==> src/rtl/pwr_domain_responder.sv <==
// Responder end of the power-request handshake: sequences clock gate, isolation, retention and power switch.
// Optional power-switch wait timeout is enabled by defining PWR_DOMAIN_RESPONDER_TIMEOUT_EN.
module pwr_domain_responder #(
    parameter int SAVE_CYCLES    = 4,
    parameter int SETTLE_CYCLES  = 8,
    parameter int TIMEOUT_CYCLES = 1024
) (
    input  logic       clk,
    input  logic       rst_n,
    input  logic       req_valid,
    input  logic       req_off,
    output logic       req_ready,
    output logic       ack_valid,
    output logic       ack_err,
    input  logic       pwr_good,
    output logic       clk_en,
    output logic       iso_en,
    output logic       ret_save,
    output logic       ret_restore,
    output logic       pwr_sw_en,
    output logic [3:0] state_o,
    output logic       busy
);

    typedef enum logic [3:0] {
        ST_ON      = 4'd0,
        ST_CLK_OFF = 4'd1,
        ST_ISO     = 4'd2,
        ST_SAVE    = 4'd3,
        ST_PSW_OFF = 4'd4,
        ST_OFF     = 4'd5,
        ST_PSW_ON  = 4'd6,
        ST_SETTLE  = 4'd7,
        ST_RESTORE = 4'd8,
        ST_DEISO   = 4'd9,
        ST_CLK_ON  = 4'd10
    } state_t;

    localparam logic [7:0] SAVE_LOAD   = 8'(SAVE_CYCLES - 1);
    localparam logic [7:0] SETTLE_LOAD = 8'(SETTLE_CYCLES - 1);

    state_t     state_r, state_nx;
    logic [7:0] cnt_r, cnt_nx;
    logic       pg_meta_r, pg_sync_r;
    logic       accept_s, tmo_hit_s, tmo_err_s;
    logic       ack_nx, ack_err_nx;
    logic       clk_en_nx, iso_en_nx, ret_save_nx, ret_restore_nx, pwr_sw_en_nx, busy_nx, req_ready_nx;

    assign accept_s = req_valid && req_ready;
    assign state_o  = state_r;

`ifdef PWR_DOMAIN_RESPONDER_TIMEOUT_EN
    localparam logic [15:0] TMO_LOAD = 16'(TIMEOUT_CYCLES - 1);

    logic [15:0] tmo_r, tmo_nx;
    logic        tmo_err_r;

    // Timeout counter reloads outside the switch-wait states and counts down inside them.
    always_comb begin
        tmo_nx = tmo_r;
        if (state_r == ST_PSW_OFF || state_r == ST_PSW_ON) begin
            if (tmo_r != 16'd0) begin
                tmo_nx = tmo_r - 16'd1;
            end else begin
                tmo_nx = tmo_r;
            end
        end else begin
            tmo_nx = TMO_LOAD;
        end
    end

    // Timeout counter and sticky power-up timeout flag reported on the final ack.
    always_ff @(posedge clk or negedge rst_n) begin
        if (!rst_n) begin
            tmo_r     <= 16'd0;
            tmo_err_r <= 1'b0;
        end else begin
            tmo_r <= tmo_nx;
            if (state_r == ST_PSW_ON && !pg_sync_r && tmo_hit_s) begin
                tmo_err_r <= 1'b1;
            end else if (state_r == ST_OFF) begin
                tmo_err_r <= 1'b0;
            end else begin
                tmo_err_r <= tmo_err_r;
            end
        end
    end

    assign tmo_hit_s = (tmo_r == 16'd0);
    assign tmo_err_s = tmo_err_r;
`else
    // Legal TIMEOUT_CYCLES is never 0, so the timeout path folds away entirely.
    assign tmo_hit_s = (TIMEOUT_CYCLES == 0);
    assign tmo_err_s = 1'b0;
`endif

    // State register, step counter and pwr_good synchroniser.
    always_ff @(posedge clk or negedge rst_n) begin
        if (!rst_n) begin
            state_r   <= ST_ON;
            cnt_r     <= 8'd0;
            pg_meta_r <= 1'b1;
            pg_sync_r <= 1'b1;
        end else begin
            state_r   <= state_nx;
            cnt_r     <= cnt_nx;
            pg_meta_r <= pwr_good;
            pg_sync_r <= pg_meta_r;
        end
    end

    // Next-state, counter load and acknowledge generation.
    always_comb begin
        state_nx   = state_r;
        cnt_nx     = cnt_r;
        ack_nx     = 1'b0;
        ack_err_nx = 1'b0;
        case (state_r)
            ST_ON: begin
                if (accept_s && req_off) begin
                    state_nx = ST_CLK_OFF;
                end else if (accept_s) begin
                    ack_nx = 1'b1;
                end else begin
                    state_nx = ST_ON;
                end
            end
            ST_CLK_OFF: state_nx = ST_ISO;
            ST_ISO: begin
                state_nx = ST_SAVE;
                cnt_nx   = SAVE_LOAD;
            end
            ST_SAVE: begin
                if (cnt_r == 8'd0) begin
                    state_nx = ST_PSW_OFF;
                end else begin
                    cnt_nx = cnt_r - 8'd1;
                end
            end
            ST_PSW_OFF: begin
                if (!pg_sync_r || tmo_hit_s) begin
                    state_nx   = ST_OFF;
                    ack_nx     = 1'b1;
                    ack_err_nx = tmo_hit_s && pg_sync_r;
                end else begin
                    state_nx = ST_PSW_OFF;
                end
            end
            ST_OFF: begin
                if (accept_s && !req_off) begin
                    state_nx = ST_PSW_ON;
                end else if (accept_s) begin
                    ack_nx = 1'b1;
                end else begin
                    state_nx = ST_OFF;
                end
            end
            ST_PSW_ON: begin
                if (pg_sync_r || tmo_hit_s) begin
                    state_nx = ST_SETTLE;
                    cnt_nx   = SETTLE_LOAD;
                end else begin
                    state_nx = ST_PSW_ON;
                end
            end
            ST_SETTLE: begin
                if (cnt_r == 8'd0) begin
                    state_nx = ST_RESTORE;
                    cnt_nx   = SAVE_LOAD;
                end else begin
                    cnt_nx = cnt_r - 8'd1;
                end
            end
            ST_RESTORE: begin
                if (cnt_r == 8'd0) begin
                    state_nx = ST_DEISO;
                end else begin
                    cnt_nx = cnt_r - 8'd1;
                end
            end
            ST_DEISO: state_nx = ST_CLK_ON;
            ST_CLK_ON: begin
                state_nx   = ST_ON;
                ack_nx     = 1'b1;
                ack_err_nx = tmo_err_s;
            end
            default: state_nx = ST_ON;
        endcase
    end

    // Domain controls decoded from the state being entered, so the registered outputs track state_r.
    always_comb begin
        clk_en_nx      = 1'b0;
        iso_en_nx      = 1'b1;
        ret_save_nx    = 1'b0;
        ret_restore_nx = 1'b0;
        pwr_sw_en_nx   = 1'b1;
        busy_nx        = 1'b1;
        case (state_nx)
            ST_ON: begin
                clk_en_nx = 1'b1;
                iso_en_nx = 1'b0;
                busy_nx   = 1'b0;
            end
            ST_CLK_OFF: iso_en_nx = 1'b0;
            ST_SAVE:    ret_save_nx = 1'b1;
            ST_PSW_OFF: pwr_sw_en_nx = 1'b0;
            ST_OFF: begin
                pwr_sw_en_nx = 1'b0;
                busy_nx      = 1'b0;
            end
            ST_RESTORE: ret_restore_nx = 1'b1;
            ST_DEISO:   iso_en_nx = 1'b0;
            ST_CLK_ON: begin
                clk_en_nx = 1'b1;
                iso_en_nx = 1'b0;
            end
            default: busy_nx = 1'b1;
        endcase
        req_ready_nx = !busy_nx && !ack_nx;
    end

    // Output register.
    always_ff @(posedge clk or negedge rst_n) begin
        if (!rst_n) begin
            clk_en      <= 1'b1;
            iso_en      <= 1'b0;
            ret_save    <= 1'b0;
            ret_restore <= 1'b0;
            pwr_sw_en   <= 1'b1;
            busy        <= 1'b0;
            req_ready   <= 1'b1;
            ack_valid   <= 1'b0;
            ack_err     <= 1'b0;
        end else begin
            clk_en      <= clk_en_nx;
            iso_en      <= iso_en_nx;
            ret_save    <= ret_save_nx;
            ret_restore <= ret_restore_nx;
            pwr_sw_en   <= pwr_sw_en_nx;
            busy        <= busy_nx;
            req_ready   <= req_ready_nx;
            ack_valid   <= ack_nx;
            ack_err     <= ack_err_nx;
        end
    end

endmodule

==> config.mk <==
export PLATFORM = sky130hd
export DESIGN_NAME = pwr_domain_responder
export DESIGN_NICKNAME = d
export VERILOG_FILES = /design/src/rtl/pwr_domain_responder.sv
export SDC_FILE = /design/constraint.sdc
export NUM_CORES = 1
export LEC_CHECK = 0
export ABC_CLOCK_PERIOD_IN_PS = 2100
export BUFFER_PORTS_ARGS = -buffer_cell sky130_fd_sc_hd__buf_2
export CAP_MARGIN = 20
export CELL_PAD_IN_SITES_DETAIL_PLACEMENT = 0
export CELL_PAD_IN_SITES_GLOBAL_PLACEMENT = 1
export CORE_ASPECT_RATIO = 0.6
export CORE_UTILIZATION = 30
export DETAILED_ROUTE_END_ITERATION = 10
export HOLD_SLACK_MARGIN = 0.1
export PLACE_DENSITY_LB_ADDON = 0.1
export SLEW_MARGIN = 10
export SYNTH_ARGS = -nofsm -noshare
export SYNTH_HDL_FRONTEND = slang
export SYNTH_SLANG_ARGS = --single-unit
==> constraint.sdc <==
create_clock -name clk -period 2.1 [get_ports clk]
set_input_delay 0 -clock clk [delete_from_list [all_inputs] [get_ports clk]]
set_output_delay 0 -clock clk [all_outputs]
set_load 0.02 [all_outputs]
* After elaboration in Yosys (flattened, before gate mapping)
Cells that the tools add are included.
Widths: inputs -> output; s select.
** Cells by class
- $add $sub $neg :: 1
- Multiply operators :: 0
- Divide/modulo/power cells :: 0
- Magnitude comparators :: 0
- Equality and inequality tests :: 19
- Shifts and indexed selects :: 0
- Mux-type cells :: 25
- Bitwise operators :: 0
- Reductions and logical operators :: 16
** Operators by type and width (count)
- $pmux 4 s10 :: 1
- $pmux 8 s4 :: 1
- $mux 4 :: 7
- $eq 4x3->1 const B :: 6
- $eq 4x4->1 const B :: 6
- $mux 8 :: 3
- $eq 4x2->1 const B :: 3
- $mux 1 :: 12
- $eq 4x1->1 const B :: 2
- $logic_not 4->1 :: 2
- $logic_not 8->1 :: 1
- $reduce_or 2->1 :: 4
- $sub 8x1->8 const B :: 1
- $logic_and 1x1->1 :: 4
- $ne 2x2->1 const B :: 2
- $pmux 1 s4 :: 1
- $reduce_bool 4->1 :: 1
- $reduce_or 4->1 :: 1
- $reduce_and 3->1 :: 1
- $logic_not 1->1 :: 2
** Word-level totals
- Bits in registers :: 22
- Latch bits :: 0
- RAM bits :: 0
- Bits in read-only memories :: 0
- Input port bits :: 5
- Output and inout bits :: 13
- Logic and storage cells :: 73
- Memories :: 0

* Depth between registers and ports, before layout
Gate-level depths: netlist of the first run.
- Depth after elaboration :: 7
- Depth in mapped cells :: 8
- Gate-level depth less buffers :: 7

* Least setup slack after synthesis of the first run
No wires, ideal clock.
- Path kind :: register to register
- Start :: reg cnt_r[0]
- End :: reg cnt_r[6]
- Arrival :: 1754 ps
- Required time :: 1978 ps
- Setup slack :: 225 ps
- Cell stages (with the launch flop) :: 9
- Path buffers :: 1
- Period minus slack after synthesis :: 1875 ps
- Cells stage by stage :: dfrtp_1 inv_1 ha_1 nor4b_4 nand4b_2 a31oi_4 nor2b_2 buf_6 a32o_1
** Between the ends
- Word-level cells in the longest chain between the ends :: 3
- Elaborated cells between the ends (all ways) :: 7
- Classes of those cells :: add/sub: 1; eq/ne: 1; mux: 3; reduce/logical: 2
** Ends and longest elaborated chain
- start, declared :: RTL line 43 : logic [7:0] cnt_r, cnt_nx;
- start signal, assigned :: RTL line 106 : cnt_r <= cnt_nx;
- $sub 8x1->8 or $logic_not 8->1 (tied branches)
- $mux 8 (tied with other cells) :: RTL line 134, 175
- $pmux 8 s4 or $reduce_and 3->1 (tied branches)
Several ways; a longest one is shown, not always the timed one. The select of a mux whose other input is x is not followed.
A chain may end at the register's enable or synchronous reset.

* Final worst setup path of the first run
Ends and elaborated chain as after synthesis.

==> results.py, run 1 <==
metrics = {
    "cells_and_area": {
        "fillerInstances": 389,
        "diodes": 0,
        "final_cell_mix": "dfrtp_1, buf_2, nor2_1",
        "area_growth_pct": 19.6,
        "multi_input_area_sq_um": 644,
        "drive_above_1_share_pct": 27.6,
        "final_common_cell": "dfrtp_1",
        "layout.area.seq_sq_um": 557,
        "finish.instance_area_sq_um": 1520,
        "fin_nets": 164,
        "instances_no_fill": 213,
    },
    "synthesis": {
        "yosys.area.top_type": "dfrtp_1",
        "synth-async-reset-ratio_pct": 100,
        "netlist_area_sq_um": 1270,
        "synth-seq-cells": 22,
        "ys_types": 44,
        "synthCells": 133,
        "netlist_top_cells_area": "dfrtp_1, dfstp_2, nor2_1",
        "synth_enable_flop_cells": 0,
        "syn_area_per_cell_sq_um": 9.54,
        "synth_ff_type": "dfrtp_1",
        "synth-warning-count": 0,
        "yosysTopAreaCellShare_pct": 33.5,
        "syn_nets": 140,
        "synth_seq_area_share_pct": 43.9,
    },
    "sta": {
        "timing.final.crit_share_pct": 95.9,
        "setup_viol": 0,
        "finalHoldViolations": 0,
        "hold_ws_ns": 0.204,
        "fin_crit_ns": 2.01,
        "clock-skew-final_ns": 0.00611,
        "worst_slew_pin_slew_ns": 0.502,
        "relSlewSlack_pct": 66.5,
        "setup_tns_ns": 0,
        "drv_slew": 0,
        "max_freq_ghz": 0.496,
    },
    "detailed_routing": {
        "dr_total_vias": 1018,
        "viasPerCell": 4.78,
        "initialDrtViolationCount": 59,
        "drc_errors": 0,
        "dr.pass1.iters": 4,
        "routed_wl_mm": 2.92,
        "wl_per_cell_um": 13.7,
        "postRouteAntennaNets": 0,
    },
    "global_route": {
        "grt_pass1_vias": 971,
        "grt-ovfl-total": 0,
        "grt_max_degree": 23,
        "antenna_found_initial": 0,
        "grtUsageTotal_pct": 15.0,
        "grt_first_pass_wirelength_mm": 4.99,
    },
    "pwr": {
        "p_leak_nw": 0.669,
        "peakVddDrop_mv": 0.347,
        "p_per_area_nw_per_um2": 1280,
        "switching_power_mw": 0.834,
        "internal_power_mw": 1.11,
        "pwr-share-clk_pct": 16.0,
        "p_sw_share_pct": 42.8,
        "combPwrFrac_pct": 50.2,
        "total_power_mw": 1.95,
        "power_frac_seq_pct": 33.8,
    },
    "placement": {
        "numPortBuffers": 16,
        "hpwlAfterDp_mm": 2.12,
        "dp.cells": 205,
        "gp_congestion": 0.789,
        "dpl-instance-area_sq_um": 1430,
    },
    "clock_network": {
        "clk_pin_slew_ns": 0.09,
        "cts.sinks": 22,
        "cts_made_buffers": 3,
        "clock_path_buffers": 2,
        "htree_levels": 1,
        "cts-resized-gates": 0,
        "cts_tree": "done",
        "clk_latency_ns": 0.26,
        "ctsRootBufferMaster": "clkbuf_8",
    },
    "floorplan": {
        "core_sq_um": 3850,
        "dieArea_sq_um": 4500,
        "die_x_um": 86.0,
        "rows": 17,
        "start_util_pct": 33.0,
        "die_h_um": 52.4,
        "io_pins": 18,
    },
    "worst_setup_path": {
        "endpoint_kind": "flop",
        "r2r_slack_ns": 0.09,
        "cp_max_fo": 10,
        "setup.worst_path.start_class": "flop",
        "cp.arrival_ns": 2.17,
        "path_class": "flop to flop",
        "cp_data_required_time_ns": 2.25,
    },
    "status": {
        "status": "completed",
    },
    "hold_path": {
        "hp-class": "primary input to flop",
    },
    "flow_run": {
        "maxCapViolCount": 0,
    },
}
-- cell families after synthesis --
kind of cell / count (synthesis) / share of synthesized area (%)
other: 1 / 0.296
muxes: 2 / 1.78
and+or+nand+nor: 60 / 27.5
xor gates and xnor gates: 1 / 0.690
adders and majority gates: 2 / 1.97
buffers and inverters: 14 / 5.33
AOI/OAI and AO/OA: 31 / 18.5
DFF: 22 / 43.9
-- per-stage QoR --
stage	utilization, %	worst slack (ns)
after floorplan	-	0.225
after global placement	37.1	0.141
after detailed placement	37.1	0.110
after CTS	39.0	0.0712
after global routing	39.4	-0.0109
final	39.4	0.0856
-- critical path: stages, from the launching register on --
cell and delay (ns):
dfrtp_1 0.42, inv_1 0.09, ha_1 0.16, nor4b_4 0.30, buf_4 0.19, o211ai_1 0.10
o21a_4 0.17, nor2b_2 0.21, a32o_1 0.27
-- state kept, by name (all words and copies together), names as in the netlist --
| name | flops |
|---|---|
| busy | 1 |
| iso_en | 1 |
| pwr_sw_en | 1 |
| ack_valid | 1 |
| ret_save | 1 |
| pg_sync_r | 1 |
| ret_restore | 1 |
| req_ready | 1 |
| clk_en | 1 |
| state_o | 4 |
| pg_meta_r | 1 |
| cnt_r | 8 |
-- per-layer routing --
| layer | global-route usage [%] | routed length (um) | vias to the layer above |
|---|---|---|---|
| met3 | 4.25 | 111 | 2 |
| met1 | 23.4 | 1650 | 476 |
| li1 | - | - | 517 |
| met4 | 2.50 | 7 | 0 |
| met2 | 20.0 | 1150 | 23 |
| met5 | 0 | 0 | - |
-- synth_stat cells (2+ instances only) --
cell type / number
clkbuf_1: 2
nor3_1: 7
nand4b_1: 2
nor4_1: 2
or3_1: 2
buf_2: 3
inv_1: 6
dfstp_2: 5
ha_1: 2
mux2_2: 2
nor2b_1: 6
nand3_1: 3
a22o_1: 4
o21ai_0: 9
o2bb2ai_1: 2
a21oi_1: 5
nand2b_1: 3
nor2_1: 15
dfrtp_1: 17
and3_1: 3
nand2_1: 9
a32o_1: 2
-- power by group through the flow --
stage                     Combinational (mW)  Clock [mW]  Sequential [mW]
after floorplan                        0.655           0            0.717
after global placement                 0.975           0            0.667
after detailed placement               0.958           0            0.665
after CTS                              0.966       0.323            0.660
after global routing                    1.10       0.343            0.677
final                                  0.978       0.311            0.659
-- timing repair --
item | 4_1_cts | 5_1_grt
endpoints found under the setup margin | 0 | 7
endpoints found under the hold margin | 23 | 0
setup buffers | 0 | 2
hold buffers | 2 | 0
-- area by class of cell --
type / instances / area share [%]
clock buffers: 4 / 3.63
repair buffers: 27 / 11.0
flip-flops and latches: 22 / 36.7
well taps: 57 / 4.70
multi-input cells: 97 / 42.5
inverters: 6 / 1.48
-- final timing paths --
path,startpoint,endpoint,cells after the start
max,cnt_r[0],cnt_r[6],8
min,req_off,pwr_sw_en,4
max reg2reg,cnt_r[0],cnt_r[6],8
min reg2reg,pg_meta_r,pg_sync_r,0
max in group asynchronous,rst_n,pwr_sw_en,2
min in group asynchronous,rst_n,cnt_r[1],2
Power figures use the tool's default switching activity.
==> inputs of run 2 (changes only) <==
--- a/config.mk
+++ b/config.mk
@@ -5,6 +5,7 @@
 export SDC_FILE = /design/constraint.sdc
 export NUM_CORES = 1
 export LEC_CHECK = 0
+export ABC_AREA = 1
 export ABC_CLOCK_PERIOD_IN_PS = 2100
 export BUFFER_PORTS_ARGS = -buffer_cell sky130_fd_sc_hd__buf_2
 export CAP_MARGIN = 20
@@ -15,6 +16,7 @@
 export DETAILED_ROUTE_END_ITERATION = 10
 export HOLD_SLACK_MARGIN = 0.1
 export PLACE_DENSITY_LB_ADDON = 0.1
+export SETUP_SLACK_MARGIN = 0.4
 export SLEW_MARGIN = 10
 export SYNTH_ARGS = -nofsm -noshare
 export SYNTH_HDL_FRONTEND = slang
==> run 2 against run 1 <==
  * The run now ends with DRC left
  * Global-route usage fell by 0.91 points
  * Non-clock buffer count fell by 6
  * Combinational power is 5% higher
  * Synthesized cell count is 12% higher
  * Critical path type unchanged
  * Critical endpoint is now cnt_r[1]
  * Highest routed layer unchanged
==> results.py, run 2 <==
metrics = {
    "pwr": {
        "switching_power_mw": 0.919,
        "p_leak_nw": 0.740,
        "power_frac_seq_pct": 32.8,
        "combPwrFrac_pct": 52.8,
        "peakVddDrop_mv": 0.439,
        "internal_power_mw": 1.03,
        "p_sw_share_pct": 47.2,
        "p_per_area_nw_per_um2": 1310,
        "pwr-share-clk_pct": 14.4,
    },
    "global_route": {
        "met3_usage_pct": 4.36,
        "grt_pass1_vias": 858,
        "grt_first_pass_wirelength_mm": 4.40,
        "use_met1_pct": 22.2,
        "busiest_layer": "met1",
        "grt_max_degree": 23,
        "grt-ovfl-total": 0,
        "grtUsageTotal_pct": 14.1,
        "grt_use_met2_pct": 17.6,
        "antenna_found_initial": 0,
    },
    "synthesis": {
        "yosysMostFrequentCell": "nand2_1",
        "syn_nets": 156,
        "netlist_area_sq_um": 1200,
        "syn_area_per_cell_sq_um": 8.09,
        "synth_enable_flop_cells": 0,
        "yosysTopAreaCellShare_pct": 35.3,
        "netlist_top_cells_area": "dfrtp_1, nand2_1, dfstp_2",
        "synth-seq-cells": 22,
        "ys_types": 29,
        "yosys.area.top_type": "dfrtp_1",
        "synth_common_cells": "nand2_1, inv_1, dfrtp_1",
        "synth-warning-count": 0,
        "synthCells": 149,
        "synth-async-reset-ratio_pct": 100,
        "synth_seq_area_share_pct": 46.2,
        "synth_ff_type": "dfrtp_1",
    },
    "placement": {
        "hpwlAfterDp_mm": 2.10,
        "gp_congestion": 0.881,
        "numPortBuffers": 16,
    },
    "worst_setup_path": {
        "path_class": "flop to flop",
        "cp.arrival_ns": 1.78,
        "cp_max_fo": 8,
        "cp_data_required_time_ns": 2.27,
        "cp_common_cell": "o21ai_1",
        "worst_path_largest_cell_delay_ns": 0.46,
        "slowest_stage": "dfrtp_1",
        "path_cells": "nor2_2 -> nand2_2 -> o21ai_1 -> o21ai_1 -> inv_1 -> nand2_4 -> inv_4 -> nor2_1 -> a31oi_1",
        "endpoint_kind": "flop",
        "setup.worst_path.start_class": "flop",
    },
    "floorplan": {
        "die_h_um": 51.1,
        "core_sq_um": 3760,
        "io_pins": 18,
        "start_util_pct": 32.0,
        "dieArea_sq_um": 4280,
        "die_x_um": 83.8,
        "rows": 17,
    },
    "cells_and_area": {
        "largest_reg_flops": 8,
        "regMostFlops": "cnt_r",
        "multi_input_area_sq_um": 608,
        "final_cell_mix": "nand2_1, inv_1, dfrtp_1, buf_2, nor2_1",
        "final_common_cell": "nand2_1",
        "drive_above_1_share_pct": 32.4,
        "fillerInstances": 403,
        "fin_nets": 181,
        "area_growth_pct": 23.2,
        "diodes": 0,
        "layout.area.seq_sq_um": 558,
    },
    "flow_run": {
        "maxCapViolCount": 0,
    },
    "hold_path": {
        "hp-class": "primary input to asynchronous set/reset pin",
    },
    "clock_network": {
        "ctsRootBufferMaster": "clkbuf_8",
        "cts_tree": "done",
        "clock_path_buffers": 2,
        "cts_made_buffers": 3,
        "clk_pin_slew_ns": 0.09,
        "clk_latency_ns": 0.27,
        "htree_levels": 1,
        "cts.sinks": 22,
    },
    "sta": {
        "setup_tns_ns": 0,
        "hold_ws_ns": 0.221,
        "setup_viol": 0,
        "max_freq_ghz": 0.621,
        "rsz0062_at_grt": "yes",
        "worst_slew_pin_slew_ns": 0.500,
        "drv_slew": 0,
        "timing.final.crit_share_pct": 76.6,
        "clock-skew-final_ns": 0.0107,
        "fin_crit_ns": 1.61,
        "finalHoldViolations": 0,
        "relSlewSlack_pct": 66.7,
    },
    "detailed_routing": {
        "dr_total_vias": 1010,
        "viasPerCell": 4.59,
        "drc_errors": 3,
        "wl_per_cell_um": 12.3,
        "dr.pass1.iters": 9,
        "postRouteAntennaNets": 0,
        "routed_wl_mm": 2.71,
        "initialDrtViolationCount": 56,
    },
    "status": {
        "status": "finished with violations",
        "violations": "DRC",
    },
}
[run 2: cell types whose count changed in the layout (fill, tap and decap cells not counted), sizes merged, moves of 3 or more]
cell / change
nand2: +35
inv: +17
buf: -7
nor2b: -7
nor2: +6
nor3: -5
a22o: -4
nand3: +4
nand2b: -3
nand4b: -3
[run 2: cell families after synthesis]
logic type	after synthesis	share of synthesized area [%]
AOI/OAI and AO/OA	19	9.97
xor gates and xnor gates	5	3.64
adders and majority gates	2	2.08
buffers and inverters	24	8.00
DFF	22	46.2
other	1	0.311
and+or+nand+nor	76	29.8
[run 2: timing repair]
item                                    in CTS  in global routing
gates resized for setup                      0                 15
endpoints found under the setup margin       1                  9
hold endpoints to repair                    25                  0
hold buffers                                 3                  0
pin swaps                                    1                  4
setup buffers                                0                  2
[run 2: layout make-up]
class	instances	share of cell area, %
multi-input combinational	103	41.0
sequential	22	37.6
timing repair buffer	21	8.43
inverter	23	5.99
tap	47	3.96
clock buffer	4	3.04
[run 2: per-stage QoR]
stage | worst slack [ns] | total power [mW] | cells | util [%] | area [sq um]
2_1_floorplan | 0.613 | 1.29 | 149 | - | 1200
3_3_place_gp | 0.418 | 1.53 | 211 | 35.5 | 1340
3_5_place_dp | 0.394 | 1.52 | 211 | 35.5 | 1340
4_1_cts | 0.404 | 1.82 | 218 | 37.5 | 1410
5_1_grt | 0.394 | 2.12 | 220 | 39.4 | 1480
6_report | 0.490 | 1.94 | 220 | 39.4 | 1480
[run 2: power groups by stage]
stage | registers [mW] | clock network, mW | logic, mW
floorplan | 0.702 | 0 | 0.586
global placement | 0.639 | 0 | 0.890
detailed placement | 0.638 | 0 | 0.884
CTS | 0.631 | 0.290 | 0.894
global route | 0.649 | 0.322 | 1.15
finish | 0.638 | 0.281 | 1.03
[run 2: worst paths after layout]
path | startpoint | to | slack [ns] | cells past startpoint
worst max-delay path | state_o[1] | cnt_r[1] | 0.49 | 9
worst max register to register | state_o[1] | cnt_r[1] | 0.49 | 9
worst min-delay path | rst_n | cnt_r[5] | 0.22 | 2
min in group clk | req_valid | req_ready | 0.22 | 6
worst min register to register | pg_meta_r | pg_sync_r | 0.36 | 0
max in group asynchronous | rst_n | state_o[0] | 1.50 | 2
[run 2: worst max-delay path, delay by kind of cell (launching register included)]
family	cells	cell delay, ns
simple gates	4	0.50
flops	1	0.46
compound gates	3	0.33
buf+inv	2	0.23
[run 2: per-layer routing]
layer / wire, um / part of all wire [%]
met5: 0 / 0
met4: 8 / 0.29
met3: 168 / 6.2
met2: 949 / 35
met1: 1590 / 58
==> inputs of run 3 (changes only) <==
--- a/config.mk
+++ b/config.mk
@@ -6,7 +6,7 @@
 export NUM_CORES = 1
 export LEC_CHECK = 0
 export ABC_AREA = 1
-export ABC_CLOCK_PERIOD_IN_PS = 2100
+export ABC_CLOCK_PERIOD_IN_PS = 1500
 export BUFFER_PORTS_ARGS = -buffer_cell sky130_fd_sc_hd__buf_2
 export CAP_MARGIN = 20
 export CELL_PAD_IN_SITES_DETAIL_PLACEMENT = 0
==> constraint.sdc (replaced) <==
create_clock -name clk -period 1.5 [get_ports clk]
set_input_delay 0 -clock clk [delete_from_list [all_inputs] [get_ports clk]]
set_output_delay 0 -clock clk [all_outputs]
set_load 0.02 [all_outputs]
==> run 3 against run 2 <==
  * The flow finishes with violations (setup timing)
  * Fmax grew 2.7%
  * Sequential power up 42%
  * Clock power up 54%
  * Highest routed layer unchanged
==> results.py, run 3 (synthesis gave the netlist of run 2 again) <==
metrics = {
    "clock_network": {
        "ctsRootBufferMaster": "clkbuf_8",
        "clock_path_buffers": 2,
        "cts_tree": "done",
        "clk_pin_slew_ns": 0.08,
        "htree_levels": 1,
        "cts.sinks": 22,
        "cts_made_buffers": 3,
        "clk_latency_ns": 0.27,
    },
    "cells_and_area": {
        "final_cell_mix": "buf_4, nand2_1, nand2_2, buf_2",
        "regMostFlops": "cnt_r",
        "fin_nets": 221,
        "largest_reg_flops": 8,
        "instances_no_fill": 260,
        "diodes": 0,
        "multi_input_area_sq_um": 733,
        "post-route-util_pct": 52.2,
        "drive_above_1_share_pct": 62.9,
        "final_common_cell": "buf_4",
        "fillerInstances": 346,
        "area_growth_pct": 63.2,
        "layout.area.seq_sq_um": 563,
    },
    "placement": {
        "dp_slack_ns": -0.136,
        "hpwlAfterDp_mm": 2.43,
        "numPortBuffers": 16,
        "dp.cells": 244,
        "gp_congestion": 0.833,
    },
    "worst_setup_path": {
        "cp_data_required_time_ns": 1.70,
        "endpoint_kind": "flop",
        "cp_max_fo": 3,
        "setup.worst_path.start_class": "flop",
        "cp.arrival_ns": 1.76,
        "path_class": "flop to flop",
    },
    "detailed_routing": {
        "wl_per_cell_um": 12.8,
        "dr_total_vias": 1174,
        "postRouteAntennaNets": 0,
        "viasPerCell": 4.52,
        "drc_errors": 0,
        "initialDrtViolationCount": 31,
        "dr.pass1.iters": 4,
        "routed_wl_mm": 3.33,
    },
    "global_route": {
        "grt_max_degree": 23,
        "grt_first_pass_wirelength_mm": 5.35,
        "antenna_found_initial": 0,
        "grt-ovfl-total": 0,
        "grtUsageTotal_pct": 16.7,
        "grt_pass1_vias": 1111,
    },
    "status": {
        "violations": "setup timing",
        "status": "finished with violations",
    },
    "sta": {
        "max_freq_ghz": 0.638,
        "finalHoldViolations": 0,
        "fin_crit_ns": 1.57,
        "setup_slack_ns": -0.0674,
        "clock-skew-final_ns": 0.00546,
        "timing.final.crit_share_pct": 104,
        "setup_viol": 7,
        "rsz0062_at_grt": "yes",
        "setup_tns_ns": -0.220,
        "drv_slew": 0,
    },
    "pwr": {
        "p_leak_nw": 1.00,
        "peakVddDrop_mv": 0.751,
        "p_per_area_nw_per_um2": 1860,
    },
    "floorplan": {
        "start_util_pct": 32.0,
        "die_x_um": 83.8,
        "core_sq_um": 3760,
        "dieArea_sq_um": 4280,
        "rows": 17,
        "die_h_um": 51.1,
        "io_pins": 18,
    },
    "hold_path": {
        "hp-class": "primary input to flop",
    },
    "flow_run": {
        "maxCapViolCount": 0,
    },
}
[run 3: cell count changes in the layout (fill, tap and decap cells not counted), sizes merged]
cell / previous run / this run
buf: 18 / 58
[run 3: final timing paths]
| path | from | cells after the start | slack [ns] | end |
|---|---|---|---|---|
| max in group asynchronous | rst_n | 2 | 0.91 | req_ready |
| min reg2reg | pg_meta_r | 0 | 0.36 | pg_sync_r |
| max reg2reg | cnt_r[1] | 10 | -0.07 | ret_restore |
| min in group asynchronous | rst_n | 2 | 0.23 | cnt_r[1] |
| max | cnt_r[1] | 10 | -0.07 | ret_restore |
| min | req_off | 4 | 0.14 | ack_valid |
[run 3: worst max-delay path, cell delays in order, from the launching register on]
cell and delay, ns:
dfrtp_1 0.39, inv_2 0.09, ha_4 0.15, nand2_4 0.06, nor2_4 0.13, nand2_2 0.08
nand2_2 0.11, nand2_2 0.08, nor2_4 0.12, buf_4 0.12, and3_1 0.18
[run 3: layout make-up]
cell class	count	share of cell area [%]
Clock buffer	4	2.80
Timing Repair Buffer	61	23.7
Sequential cell	22	28.6
Inverter	23	4.64
Tap cell	47	2.99
Multi-Input combinational cell	103	37.3
[run 3: power by group]
group	internal, mW	switching [mW]	leakage [nW]
sequential	0.759	0.146	0.257
combinational	1.09	1.24	0.716
clock	0.234	0.199	0.0288
[run 3: per-layer routing]
metal / routed length (um) / GRT usage, %
met5: 0 / 0
met4: 14 / 3.45
met3: 132 / 4.52
met2: 1360 / 24.7
met1: 1820 / 24.2
[run 3: metrics by stage]
stage                     instance area, sq um  hold slack [ns]  total power [mW]
final                                     1970            0.142              3.67
after global routing                      1970            0.168              3.92
after CTS                                 1790            0.151              3.29
after detailed placement                  1610          0.00558              2.61
after global placement                    1610        -0.000467              2.61
after floorplan                           1230           -0.296              1.85
[run 3: timing repair]
| item | in CTS | in global routing |
|---|---|---|
| setup endpoints to repair | 20 | 20 |
| gates resized for setup | 20 | 36 |
| setup buffers | 5 | 4 |
| pin swaps | 9 | 10 |
| hold buffers | 3 | 0 |
| endpoints found under the hold margin | 25 | 0 |
